[src/rtl/main_controller_pkg.sv]
// Shared encodings for the multi-cycle RISC-V main controller: opcodes, FSM states,
// datapath select codes and the control output bundle.
package main_controller_pkg;

    localparam logic [6:0] OP_LOAD   = 7'b0000011;
    localparam logic [6:0] OP_STORE  = 7'b0100011;
    localparam logic [6:0] OP_RTYPE  = 7'b0110011;
    localparam logic [6:0] OP_ITYPE  = 7'b0010011;
    localparam logic [6:0] OP_BRANCH = 7'b1100011;
    localparam logic [6:0] OP_JAL    = 7'b1101111;
    localparam logic [6:0] OP_JALR   = 7'b1100111;
    localparam logic [6:0] OP_LUI    = 7'b0110111;

    localparam logic [1:0] ALUOP_ADD    = 2'b00;
    localparam logic [1:0] ALUOP_BRANCH = 2'b01;
    localparam logic [1:0] ALUOP_RTYPE  = 2'b10;
    localparam logic [1:0] ALUOP_ITYPE  = 2'b11;

    localparam logic [2:0] IMM_I = 3'b000;
    localparam logic [2:0] IMM_S = 3'b001;
    localparam logic [2:0] IMM_B = 3'b010;
    localparam logic [2:0] IMM_J = 3'b011;
    localparam logic [2:0] IMM_U = 3'b100;

    localparam logic [1:0] RES_ALUOUT    = 2'b00;
    localparam logic [1:0] RES_DATA      = 2'b01;
    localparam logic [1:0] RES_ALURESULT = 2'b10;
    localparam logic [1:0] RES_IMMEXT    = 2'b11;

    localparam logic [1:0] SRCA_PC    = 2'b00;
    localparam logic [1:0] SRCA_OLDPC = 2'b01;
    localparam logic [1:0] SRCA_RS1   = 2'b10;

    localparam logic [1:0] SRCB_RS2  = 2'b00;
    localparam logic [1:0] SRCB_IMM  = 2'b01;
    localparam logic [1:0] SRCB_FOUR = 2'b10;

    // TRAP exists only when the illegal-opcode trap is built in.
    typedef enum logic [3:0] {
        S_FETCH    = 4'd0,
        S_DECODE   = 4'd1,
        S_MEMADR   = 4'd2,
        S_MEMREAD  = 4'd3,
        S_MEMWB    = 4'd4,
        S_MEMWRITE = 4'd5,
        S_EXECR    = 4'd6,
        S_EXECI    = 4'd7,
        S_ALUWB    = 4'd8,
        S_BRANCH   = 4'd9,
        S_JAL      = 4'd10,
        S_JALR     = 4'd11,
        S_LINK     = 4'd12,
        S_LUI      = 4'd13
`ifdef ILLEGAL_OP_TRAP_EN
        ,
        S_TRAP     = 4'd14
`endif
    } state_e;

    typedef struct packed {
        logic       pc_write;
        logic       adr_src;
        logic       mem_write;
        logic       ir_write;
        logic [1:0] result_src;
        logic [1:0] alu_src_a;
        logic [1:0] alu_src_b;
        logic       reg_write;
        logic [1:0] alu_op;
        logic [2:0] imm_src;
        logic       illegal_op;
    } ctrl_t;

endpackage

[src/rtl/main_controller_branch_resolve.sv]
// Branch condition from funct3 and the ALU zero flag (SLT/SLTU result for the ordered compares).
module branch_resolve
(
    input  logic [2:0] funct3,
    input  logic       zero,
    output logic       taken
);

    always_comb begin
        taken = 1'b0;
        case (funct3)
            3'b000, 3'b101, 3'b111: taken = zero;
            3'b001, 3'b100, 3'b110: taken = ~zero;
            default:                taken = 1'b0;
        endcase
    end

endmodule

[src/rtl/main_controller.sv]
// Multi-cycle RISC-V (RV32I subset) main control FSM.
// Build option: ILLEGAL_OP_TRAP_EN adds an absorbing TRAP state for unsupported opcodes.
module main_controller
    import main_controller_pkg::*;
#(
    parameter int unsigned MEM_HANDSHAKE = 1
)
(
    input  logic       clk,
    input  logic       rst,
    input  logic [6:0] op,
    input  logic [2:0] funct3,
    input  logic       zero,
    input  logic       mem_ready,
    output logic       pc_write,
    output logic       adr_src,
    output logic       mem_write,
    output logic       ir_write,
    output logic [1:0] result_src,
    output logic [1:0] alu_src_a,
    output logic [1:0] alu_src_b,
    output logic       reg_write,
    output logic [1:0] alu_op,
    output logic [2:0] imm_src,
    output logic       illegal_op
);

    state_e state;
    state_e state_next;
    ctrl_t  ctrl;
    logic   ready;
    logic   taken;

    assign ready = (MEM_HANDSHAKE != 0) ? mem_ready : 1'b1;

    branch_resolve u_branch_resolve (
        .funct3 (funct3),
        .zero   (zero),
        .taken  (taken)
    );

    always_ff @(posedge clk) begin
        if (rst) begin
            state <= S_FETCH;
        end else begin
            state <= state_next;
        end
    end

    // Next state and control decode; reset forces every control low.
    always_comb begin
        ctrl       = '0;
        state_next = state;
        case (state)
            S_FETCH: begin
                ctrl.alu_src_a  = SRCA_PC;
                ctrl.alu_src_b  = SRCB_FOUR;
                ctrl.alu_op     = ALUOP_ADD;
                ctrl.result_src = RES_ALURESULT;
                ctrl.ir_write   = ready;
                ctrl.pc_write   = ready;
                if (ready) state_next = S_DECODE;
            end
            S_DECODE: begin
                ctrl.alu_src_a = SRCA_OLDPC;
                ctrl.alu_src_b = SRCB_IMM;
                ctrl.alu_op    = ALUOP_ADD;
                ctrl.imm_src   = (op == OP_BRANCH) ? IMM_B :
                                 (op == OP_JAL)    ? IMM_J : IMM_I;
                case (op)
                    OP_LOAD, OP_STORE: state_next = S_MEMADR;
                    OP_RTYPE:          state_next = S_EXECR;
                    OP_ITYPE:          state_next = S_EXECI;
                    OP_BRANCH:         state_next = S_BRANCH;
                    OP_JAL:            state_next = S_JAL;
                    OP_JALR:           state_next = S_JALR;
                    OP_LUI:            state_next = S_LUI;
`ifdef ILLEGAL_OP_TRAP_EN
                    default:           state_next = S_TRAP;
`else
                    default:           state_next = S_FETCH;
`endif
                endcase
            end
            S_MEMADR: begin
                ctrl.alu_src_a = SRCA_RS1;
                ctrl.alu_src_b = SRCB_IMM;
                ctrl.alu_op    = ALUOP_ADD;
                ctrl.imm_src   = (op == OP_LOAD) ? IMM_I : IMM_S;
                state_next     = (op == OP_LOAD) ? S_MEMREAD : S_MEMWRITE;
            end
            S_MEMREAD: begin
                ctrl.adr_src = 1'b1;
                if (ready) state_next = S_MEMWB;
            end
            S_MEMWB: begin
                ctrl.result_src = RES_DATA;
                ctrl.reg_write  = 1'b1;
                state_next      = S_FETCH;
            end
            S_MEMWRITE: begin
                ctrl.adr_src   = 1'b1;
                ctrl.mem_write = 1'b1;
                if (ready) state_next = S_FETCH;
            end
            S_EXECR: begin
                ctrl.alu_src_a = SRCA_RS1;
                ctrl.alu_src_b = SRCB_RS2;
                ctrl.alu_op    = ALUOP_RTYPE;
                state_next     = S_ALUWB;
            end
            S_EXECI: begin
                ctrl.alu_src_a = SRCA_RS1;
                ctrl.alu_src_b = SRCB_IMM;
                ctrl.imm_src   = IMM_I;
                ctrl.alu_op    = ALUOP_ITYPE;
                state_next     = S_ALUWB;
            end
            S_ALUWB: begin
                ctrl.result_src = RES_ALUOUT;
                ctrl.reg_write  = 1'b1;
                state_next      = S_FETCH;
            end
            S_BRANCH: begin
                ctrl.alu_src_a  = SRCA_RS1;
                ctrl.alu_src_b  = SRCB_RS2;
                ctrl.alu_op     = ALUOP_BRANCH;
                ctrl.result_src = RES_ALUOUT;
                ctrl.pc_write   = taken;
                state_next      = S_FETCH;
            end
            S_JAL: begin
                // Target was formed in DECODE; ALU now builds the link value OldPC+4.
                ctrl.alu_src_a  = SRCA_OLDPC;
                ctrl.alu_src_b  = SRCB_FOUR;
                ctrl.alu_op     = ALUOP_ADD;
                ctrl.result_src = RES_ALUOUT;
                ctrl.pc_write   = 1'b1;
                state_next      = S_ALUWB;
            end
            S_JALR: begin
                ctrl.alu_src_a  = SRCA_RS1;
                ctrl.alu_src_b  = SRCB_IMM;
                ctrl.imm_src    = IMM_I;
                ctrl.alu_op     = ALUOP_ADD;
                ctrl.result_src = RES_ALURESULT;
                ctrl.pc_write   = 1'b1;
                state_next      = S_LINK;
            end
            S_LINK: begin
                ctrl.alu_src_a  = SRCA_OLDPC;
                ctrl.alu_src_b  = SRCB_FOUR;
                ctrl.alu_op     = ALUOP_ADD;
                ctrl.result_src = RES_ALURESULT;
                ctrl.reg_write  = 1'b1;
                state_next      = S_FETCH;
            end
            S_LUI: begin
                ctrl.imm_src    = IMM_U;
                ctrl.result_src = RES_IMMEXT;
                ctrl.reg_write  = 1'b1;
                state_next      = S_FETCH;
            end
`ifdef ILLEGAL_OP_TRAP_EN
            S_TRAP: begin
                ctrl.illegal_op = 1'b1;
                state_next      = S_TRAP;
            end
`endif
            default: begin
                state_next = S_FETCH;
            end
        endcase
        if (rst) ctrl = '0;
    end

    assign pc_write   = ctrl.pc_write;
    assign adr_src    = ctrl.adr_src;
    assign mem_write  = ctrl.mem_write;
    assign ir_write   = ctrl.ir_write;
    assign result_src = ctrl.result_src;
    assign alu_src_a  = ctrl.alu_src_a;
    assign alu_src_b  = ctrl.alu_src_b;
    assign reg_write  = ctrl.reg_write;
    assign alu_op     = ctrl.alu_op;
    assign imm_src    = ctrl.imm_src;
    assign illegal_op = ctrl.illegal_op;

endmodule

[config.mk]
export PLATFORM = sky130hd
export DESIGN_NAME = main_controller
export DESIGN_NICKNAME = d
export VERILOG_FILES = /design/src/rtl/main_controller_pkg.sv /design/src/rtl/main_controller_branch_resolve.sv /design/src/rtl/main_controller.sv
export SDC_FILE = /design/constraint.sdc
export NUM_CORES = 1
export LEC_CHECK = 0
export ABC_AREA = 1
export ABC_CLOCK_PERIOD_IN_PS = 1600
export CORE_UTILIZATION = 40
export CTS_CLUSTER_DIAMETER = 50
export DETAILED_ROUTE_END_ITERATION = 8
export GPL_TIMING_DRIVEN = 0
export PLACE_DENSITY = 0.88
export SYNTH_ARGS = -nofsm -noshare
export SYNTH_HDL_FRONTEND = slang
export SYNTH_SLANG_ARGS = --single-unit
[constraint.sdc]
create_clock -name clk -period 1.6 [get_ports clk]
set_input_delay 0.16 -clock clk [delete_from_list [all_inputs] [get_ports clk]]
set_output_delay 0.16 -clock clk [all_outputs]
set_load 0.02 [all_outputs]
==> results_dict.tcl, run 1 <==
set metrics [dict create \
    outcome "complete, no violations" \
    holdPathStages 4 \
    final_common_cell "nand2_1" \
    synth_top_family_by_area "simple AND/OR/NAND/NOR gates" \
    grt_pass1_wl_um 3720 \
    syn_nets 138 \
    fmax_ghz 0.627 \
    cts_buffer_depth 2 \
    yosysWarnings 0 \
    stdcell_area_mm2 0.00111 \
    htree_levels 1 \
    setup_ws_ns 0.00567 \
    firstDrtPassIters 4 \
    cts-root-buf "clkbuf_4" \
    maxCapViolations 0 \
    startpoint_type "flop" \
    synth_seq_cells 4 \
    numCtsBuffers 3 \
    cts_sinks 4 \
    synthArstFlopShare_pct 0 \
    dpl_cell_area_um2 982 \
    via_per_inst 5.58 \
    regMostFlops "state" \
    arrival_ns 1.43 \
    worstPathRequired_ns 1.44 \
    dpl.cell_count 168 \
    instances_no_fill 177 \
    nets 177 \
    grt_pass1_vias 925 \
    synth_flop_cell "dfxtp_1" \
    syn_inst 124 \
    portBuffers 28 \
    synth_area_um2 682 \
    p_per_area_mw_per_mm2 356 \
    cts_tree "built" \
    syn2layout_area_growth_pct 62.6 \
    critPathMaxFanout 4 \
    synth-xor-area-share_pct 1.28 \
    coreArea_mm2 0.00154 \
    post_drt_wl_per_cell_um 13.4 \
    mostFrequentLayoutCells "24 x nand2_1, 15 x inv_1, 12 x buf_4" \
    p_seq_share_pct 26.5 \
    synth_compound_area_share_pct 22.2 \
    hp-class "in -> reg" \
    seq_area_frac_synth_pct 11.7 \
    finalPower_mw 0.395 \
    antenna_found_initial 0 \
    p_clk_share_pct 29.6 \
    setup_viol 0 \
    fin_util_pct 71.9 \
    p_sw_share_pct 36.1 \
    antenna_cells 0 \
    antenna_left 0 \
    combPwrFrac_pct 43.9 \
    yosys-mux-area-fraction_pct 0 \
    die_width_um 43.3 \
    synth_edf_count 0 \
    drtIter0Drc 36 \
    layout-drive-gt1-share_pct 42.2 \
    clk_pin_slew_worst_paths_ns 0.04 \
    crit_path_end_kind "output port" \
    r2r_cells 8 \
    internal_power_mw 0.252 \
    rows 14 \
    gp_congestion 0.894 \
    worst_slew_pin_slew_ns 0.504 \
    syn_area_per_cell_um2 5.50 \
    place_ws_ns -0.578 \
    worstSkewPairLatency_ns 0.23 \
    die_area_mm2 0.00187 \
    synth-adder-area-share_pct 0 \
    wirelength_um 2370 \
    n_fill_cell 123 \
    reg_top3 "state x4" \
    setup_tns_ns 0 \
    leakage_nw 0.565 \
    rsz0062_at_grt "yes" \
    initial_utilization_pct 44.2 \
    num_io_pins 31 \
    slew_headroom_pct 66.4 \
    dr_total_vias 987 \
    die_h_um 43.3 \
    switchingPower_mw 0.143 \
    grt_max_degree 11 \
    fin_crit_ns 1.59 \
    whs_ns 0.387 \
    peakVddDrop_mv 0.535 \
    ys_types 29 \
    hold_viol_final 0 \
    holdBufCountCts 0 \
    largest_reg_flops 4 \
    grt_overflow_total 0 \
    finClkSkew_ns 0.00455 \
    slew_violations 0 \
    synth-simple-area-share_pct 48.3 \
    gr-usage-all-layers_pct 24.8 \
    critPathKind "reg -> out" \
    dpl.hpwl_um 1590 \
    drc 0 \
    min_period_over_period_pct 99.6 \
]
## worst max-delay path, cell delays in order, from the launching register on
cell	delay, ns
dfxtp_4	0.35
inv_2	0.10
nand2_4	0.10
nor2_2	0.15
buf_4	0.15
nor3_4	0.04
a21oi_1	0.16
buf_4	0.17
## synthesized netlist by cell type, types with 2 or more instances
master | instances | area, um^2
nor2_4 | 4 | 45.0
o21ai_1 | 2 | 10.0
nor2_2 | 2 | 12.5
a21oi_1 | 6 | 30.0
nand2_4 | 3 | 33.8
nand2_1 | 29 | 109
o211ai_1 | 2 | 15.0
nor3_1 | 4 | 20.0
inv_2 | 4 | 15.0
o31ai_1 | 2 | 15.0
o21ai_0 | 4 | 20.0
inv_1 | 19 | 71.3
nand3_1 | 6 | 30.0
nor2_1 | 16 | 60.1
a31oi_1 | 2 | 12.5
dfxtp_1 | 4 | 80.1
nand4_1 | 2 | 12.5
a21oi_2 | 2 | 17.5
## cells by family (layout without fill, tap and decap cells)
group / count (synthesis) / in the layout
compound gates: 24 / 24
xor+xnor: 1 / 1
flops: 4 / 4
other cells: 1 / 1
simple gates: 67 / 67
buf+inv: 27 / 64
## final timing paths
check                                            from                    end  slack [ns]
worst max-delay path            state[3]$_SDFFE_PP0P_           alu_src_b[0]       0.006
worst min-delay path                              rst  state[1]$_SDFFE_PP0P_        0.39
worst max register to register  state[3]$_SDFFE_PP0P_  state[2]$_SDFFE_PP0P_        0.27
worst min register to register  state[3]$_SDFFE_PP0P_  state[2]$_SDFFE_PP0P_        0.64
## routing by layer
layer  global-route usage [%]  vias up  part of all wire [%]
met4                     6.67        0                   2.4
met1                     28.5      447                    39
met2                     46.0       55                    50
met3                     4.26        8                   8.2
li1                         -      477                     -
met5                        0        -                     0
## power by group through the flow
stage / Clock, mW / Combinational (mW) / Sequential, mW
floorplan: 0 / 0.0874 / 0.107
global placement: 0 / 0.154 / 0.108
detailed placement: 0 / 0.158 / 0.108
CTS: 0.123 / 0.160 / 0.105
global route: 0.128 / 0.186 / 0.105
finish: 0.117 / 0.173 / 0.105
## repair_timing
item / CTS / global route
gates resized for setup: 69 / 39
endpoints found under the setup margin: 16 / 16
setup buffers: 4 / 2
pin swaps: 5 / 8
## area by class of cell
cell class / instances / area, um^2 / area share, %
inverters: 24 / 97.6 / 8.80
clock buffers: 3 / 22.5 / 2.03
multi-input cells: 93 / 586 / 52.8
repair buffers: 34 / 277 / 24.9
plain buffers: 3 / 16.3 / 1.47
well taps: 16 / 20.0 / 1.81
flip-flops and latches: 4 / 90.1 / 8.13
No activity file was read; power rests on OpenSTA's default activity.
==> run 2: changes to the inputs <==
Settings changed: CORE_MARGIN set to 1.5.
==> run 2 against run 1 <==
- critical path depth unchanged
- die area increased by 4.7%
- first-iteration DRC count rose by 36%
- clock-buffer cell count stayed put
- the flow now finishes with violations (DRC, setup timing)
- sequential power about the same
- maximum frequency is 0.96% lower
- worst setup slack got worse by 0.015 ns
- routed wire length up 6.1%
- worst hold slack lost 0.0068 ns
==> results_dict.tcl, run 2 (same netlist as run 1, synthesis figures left out) <==
set metrics [dict create \
    peakVddDrop_mv 0.335 \
    dpl.hpwl_um 1560 \
    slew_violations 0 \
    drtIter0Drc 49 \
    initial_utilization_pct 43.7 \
    dr_total_vias 981 \
    combPwrFrac_pct 44.1 \
    rows 14 \
    p_clk_share_pct 30.3 \
    cts_tree "built" \
    whs_ns 0.380 \
    crit_path_top_delay_cell "dfxtp_4" \
    p_sw_share_pct 36.6 \
    outcome "complete, but fails checks" \
    gr-usage-all-layers_pct 24.6 \
    fin_crit_ns 1.61 \
    holdBufCountCts 0 \
    crit_path_end_kind "output port" \
    maxCapViolations 0 \
    cts_buffer_depth 2 \
    coreArea_mm2 0.00156 \
    final_common_cell "nand2_1" \
    fmax_ghz 0.621 \
    numCtsBuffers 3 \
    critPathMaxFanout 4 \
    fin_util_pct 74.3 \
    regMostFlops "state" \
    antenna_cells 0 \
    cts_sinks 4 \
    post_drt_wl_per_cell_um 13.7 \
    rsz0062_at_grt "yes" \
    via_per_inst 5.36 \
    arrival_ns 1.45 \
    num_io_pins 31 \
    startpoint_type "flop" \
    drc 2 \
    syn2layout_area_growth_pct 69.9 \
    wirelength_um 2510 \
    crit_chain "inv_4 > nor2_4 > inv_2 > nor2_2 > nor2_1 > a31oi_1 > buf_2" \
    n_fill_cell 131 \
    die_width_um 44.3 \
    cts-root-buf "clkbuf_4" \
    violations "DRC, setup timing" \
    switchingPower_mw 0.150 \
    p_per_area_mw_per_mm2 353 \
    finClkSkew_ns 0.00142 \
    regArea_um2 92.6 \
    worstPathRequired_ns 1.44 \
    leakage_nw 0.587 \
    multi_input_area_um2 584 \
    setup_viol 1 \
    slowest_delay_ns 0.38 \
    internal_power_mw 0.259 \
    clk_pin_slew_worst_paths_ns 0.04 \
    grt_pass1_vias 846 \
    firstDrtPassIters 7 \
    hp-class "in -> reg" \
    worstSkewPairLatency_ns 0.23 \
    antenna_found_initial 0 \
    mostFrequentLayoutCells "26 x nand2_1, 18 x buf_4, 14 x inv_1" \
    grt_pass1_wl_um 3620 \
    portBuffers 28 \
    reg_top3 "state x4" \
    largest_reg_flops 4 \
    critPathKind "reg -> out" \
    p_seq_share_pct 25.6 \
    min_period_over_period_pct 101 \
    layout-drive-gt1-share_pct 44.9 \
    setup_ws_ns -0.00973 \
    die_area_mm2 0.00196 \
    grt_overflow_total 0 \
    htree_levels 1 \
    gp_congestion 0.913 \
    antenna_left 0 \
    hold_viol_final 0 \
    nets 183 \
    grt_max_degree 11 \
    die_h_um 44.3 \
]
-- run 2: changes by cell type in the layout (fill, tap and decap cells not counted), moves of 2 or more --
cell,before,now
nand2_1,24,26
inv_4,3,5
nand2_2,6,4
buf_4,12,18
-- run 2: final timing paths --
check / endpoint / slack [ns] / start / cells after the start
worst max-delay path: result_src[1] / -0.01 / state[3]$_SDFFE_PP0P_ / 7
worst min-delay path: state[1]$_SDFFE_PP0P_ / 0.38 / rst / 4
worst max register to register: state[2]$_SDFFE_PP0P_ / 0.22 / state[2]$_SDFFE_PP0P_ / 9
worst min register to register: state[2]$_SDFFE_PP0P_ / 0.64 / state[3]$_SDFFE_PP0P_ / 3
-- run 2: cell type report --
class / count / share of cell area (%)
clock buffers: 3 / 1.94
well taps: 16 / 1.73
plain buffers: 3 / 1.40
repair buffers: 40 / 27.6
multi-input cells: 93 / 50.4
flip-flops and latches: 4 / 7.99
inverters: 24 / 8.86
-- run 2: critical path, delay by kind of cell (launching register included) --
kind / cells / cell delay (ns)
compound gates: 1 / 0.18
simple gates: 3 / 0.33
flops: 1 / 0.38
buf+inv: 3 / 0.32
-- run 2: per-stage QoR --
step | total power, mW | worst slack [ns] | std cells | area [um^2] | TNS (ns)
2_1_floorplan | 0.195 | 0.188 | 124 | 682 | 0
3_3_place_gp | 0.263 | -0.532 | 168 | 982 | -3.01
3_5_place_dp | 0.265 | -0.542 | 168 | 982 | -3.31
4_1_cts | 0.401 | -0.139 | 178 | 1060 | -0.220
5_1_grt | 0.436 | -0.0953 | 183 | 1160 | -0.306
6_report | 0.409 | -0.00973 | 183 | 1160 | -0.00973
-- run 2: power by group through the flow --
stage                     clock, mW  sequential (mW)  combinational, mW
after floorplan                   0            0.107             0.0874
after global placement            0            0.108              0.155
after detailed placement          0            0.108              0.157
after CTS                     0.134            0.107              0.160
after global routing          0.137            0.105              0.194
final                         0.124            0.105              0.181
-- run 2: timing repair --
item | CTS | global route
setup endpoints to repair | 16 | 17
gates resized for setup | 73 | 44
setup buffers | 7 | 5
pin swaps | 5 | 12
gates cloned | 0 | 0
-- run 2: metal layers --
layer	global-route usage (%)	routed length, um	vias to the layer above
met5	0	0	-
met4	12.1	73	0
met3	2.45	174	11
met2	41.2	1210	49
met1	31.2	1060	432
li1	-	-	489
==> run 3: changes to the inputs <==
Settings changed: ABC_CLOCK_PERIOD_IN_PS 1600 to 1800, RECOVER_POWER set to 25.
Clock period 1.6 ns to 1.8 ns, I/O delays scaled along.
==> run 3 against run 2 <==
- the flow now finishes without violations
- cell area down 12%
- critical path depth shrank 1
- utilization decreased by 8.9 points
- via count fell by 11%
- cell count decreased by 5.5%
- worst hold slack worse by 0.020 ns
- power down 15%
- clock skew increased by 0.00050 ns
- sequential cell count stayed put
- critical path type unchanged
- critical endpoint is now ir_write
- largest power group unchanged
- highest routed layer unchanged
==> results_dict.tcl, run 3 (same netlist as run 1, synthesis figures left out) <==
set metrics [dict create \
    finalPower_mw 0.347 \
    peakVddDrop_mv 0.310 \
    hp-class "in -> reg" \
    mostFrequentLayoutCells "29 x nand2_1, 19 x inv_1, 13 x nor2_1" \
    grt_pass1_wl_um 3220 \
    grt_max_degree 11 \
    via_per_inst 5.03 \
    gr-usage-all-layers_pct 21.9 \
    maxCapViolations 0 \
    arrival_ns 1.53 \
    cts_sinks 4 \
    antenna_left 0 \
    wirelength_um 1990 \
    num_io_pins 31 \
    slew_violations 0 \
    critPathKind "reg -> out" \
    top_layer "met4" \
    rows 14 \
    startpoint_type "flop" \
    finClkSkew_ns 0.00192 \
    die_width_um 44.3 \
    die_area_mm2 0.00196 \
    firstDrtPassIters 6 \
    clk_pin_slew_worst_paths_ns 0.03 \
    outcome "complete, no violations" \
    fin_crit_ns 1.71 \
    cts_buffer_depth 2 \
    drc 0 \
    htree_levels 1 \
    nets 173 \
    setup_tns_ns 0 \
    wl_met2_um 939 \
    setup_viol 0 \
    critPathMaxFanout 4 \
    antenna_found_initial 0 \
    dpl.hpwl_um 1560 \
    die_h_um 44.3 \
    p_per_area_mw_per_mm2 340 \
    wl_met1_um 929 \
    worstSkewPairLatency_ns 0.24 \
    regMostFlops "state" \
    grt_overflow_total 0 \
    gp_congestion 0.913 \
    cts_tree "built" \
    drtIter0Drc 34 \
    fmax_ghz 0.585 \
    cts-root-buf "clkbuf_4" \
    layout-drive-gt1-share_pct 27.4 \
    met3WireLength_um 74 \
    dr_total_vias 870 \
    reg_top3 "state x4" \
    n_fill_cell 166 \
    antenna_cells 0 \
    initial_utilization_pct 43.7 \
    final_common_cell "nand2_1" \
    worstPathRequired_ns 1.62 \
    grt_pass1_vias 764 \
    portBuffers 28 \
    hold_viol_final 0 \
    coreArea_mm2 0.00156 \
    whs_ns 0.360 \
    min_period_over_period_pct 95.0 \
    crit_path_end_kind "output port" \
    leakage_nw 0.502 \
    numCtsBuffers 3 \
    syn2layout_area_growth_pct 49.5 \
    post_drt_wl_per_cell_um 11.5 \
    largest_reg_flops 4 \
]
run 3: cell types whose count changed in the layout (fill, tap and decap cells not counted), moves of 3 or more:
cell             delta
inv_1               +5
clkdlybuf4s50_1     +5
buf_2               -6
inv_4               -4
nor2_4              -3
nor2_1              +3
dfxtp_4             -3
clkbuf_2            +4
buf_4              -14
nand2_2             -3
nand2_1             +3
run 3: worst paths after layout:
kind	start	to	slack, ns	cells past startpoint
min reg2reg	state[3]$_SDFFE_PP0P_	state[2]$_SDFFE_PP0P_	0.65	3
max reg2reg	state[0]$_SDFFE_PP0P_	state[2]$_SDFFE_PP0P_	0.56	7
min	rst	state[1]$_SDFFE_PP0P_	0.36	4
max	state[0]$_SDFFE_PP0P_	ir_write	0.09	6
run 3: area by class of cell:
| class | instances | area [um^2] | share of cell area (%) |
|---|---|---|---|
| Clock buffer | 3 | 22.5 | 2.21 |
| Timing Repair Buffer | 30 | 259 | 25.4 |
| Buffer | 3 | 16.3 | 1.60 |
| Sequential cell | 4 | 83.8 | 8.22 |
| Inverter | 24 | 92.6 | 9.08 |
| Tap cell | 16 | 20.0 | 1.96 |
| Multi-Input combinational cell | 93 | 526 | 51.5 |
run 3: per-stage QoR:
step | std cells | instance area, um^2 | utilization, % | setup WS, ns
floorplan | 124 | 682 | - | 0.368
global placement | 168 | 982 | 63.0 | -0.372
detailed placement | 168 | 982 | 63.0 | -0.382
CTS | 171 | 998 | 64.0 | -0.0316
global route | 173 | 1020 | 65.4 | -0.00113
finish | 173 | 1020 | 65.4 | 0.0909
run 3: power by group:
group | leakage [nW] | switching (mW) | internal, mW
logic | 0.455 | 0.0818 | 0.0588
registers | 0.0338 | 0.00294 | 0.0921
clock network | 0.0138 | 0.0366 | 0.0745
run 3: timing repair:
action / 4_1_cts / 5_1_grt
endpoints found under the setup margin: 16 / 13
buffers inserted: 0 / 2
endpoints found under the hold margin: 0 / 0
gates resized for setup: 31 / 24
hold buffers: 0 / 0
pin swaps: 0 / 1
run 3: critical path, cell delays in order (launching register included):
cell and delay (ns):
dfxtp_2 0.33, inv_1 0.11, nand2_1 0.15, nor2_4 0.18, nand2_1 0.10, nor2_1 0.08
dlygate4sd2_1 0.34
run 3: layer usage:
layer	vias to the layer above	track usage, %
met5	-	0
met4	0	10.9
met3	4	2.86
met2	28	35.3
met1	373	28.5
li1	465	-
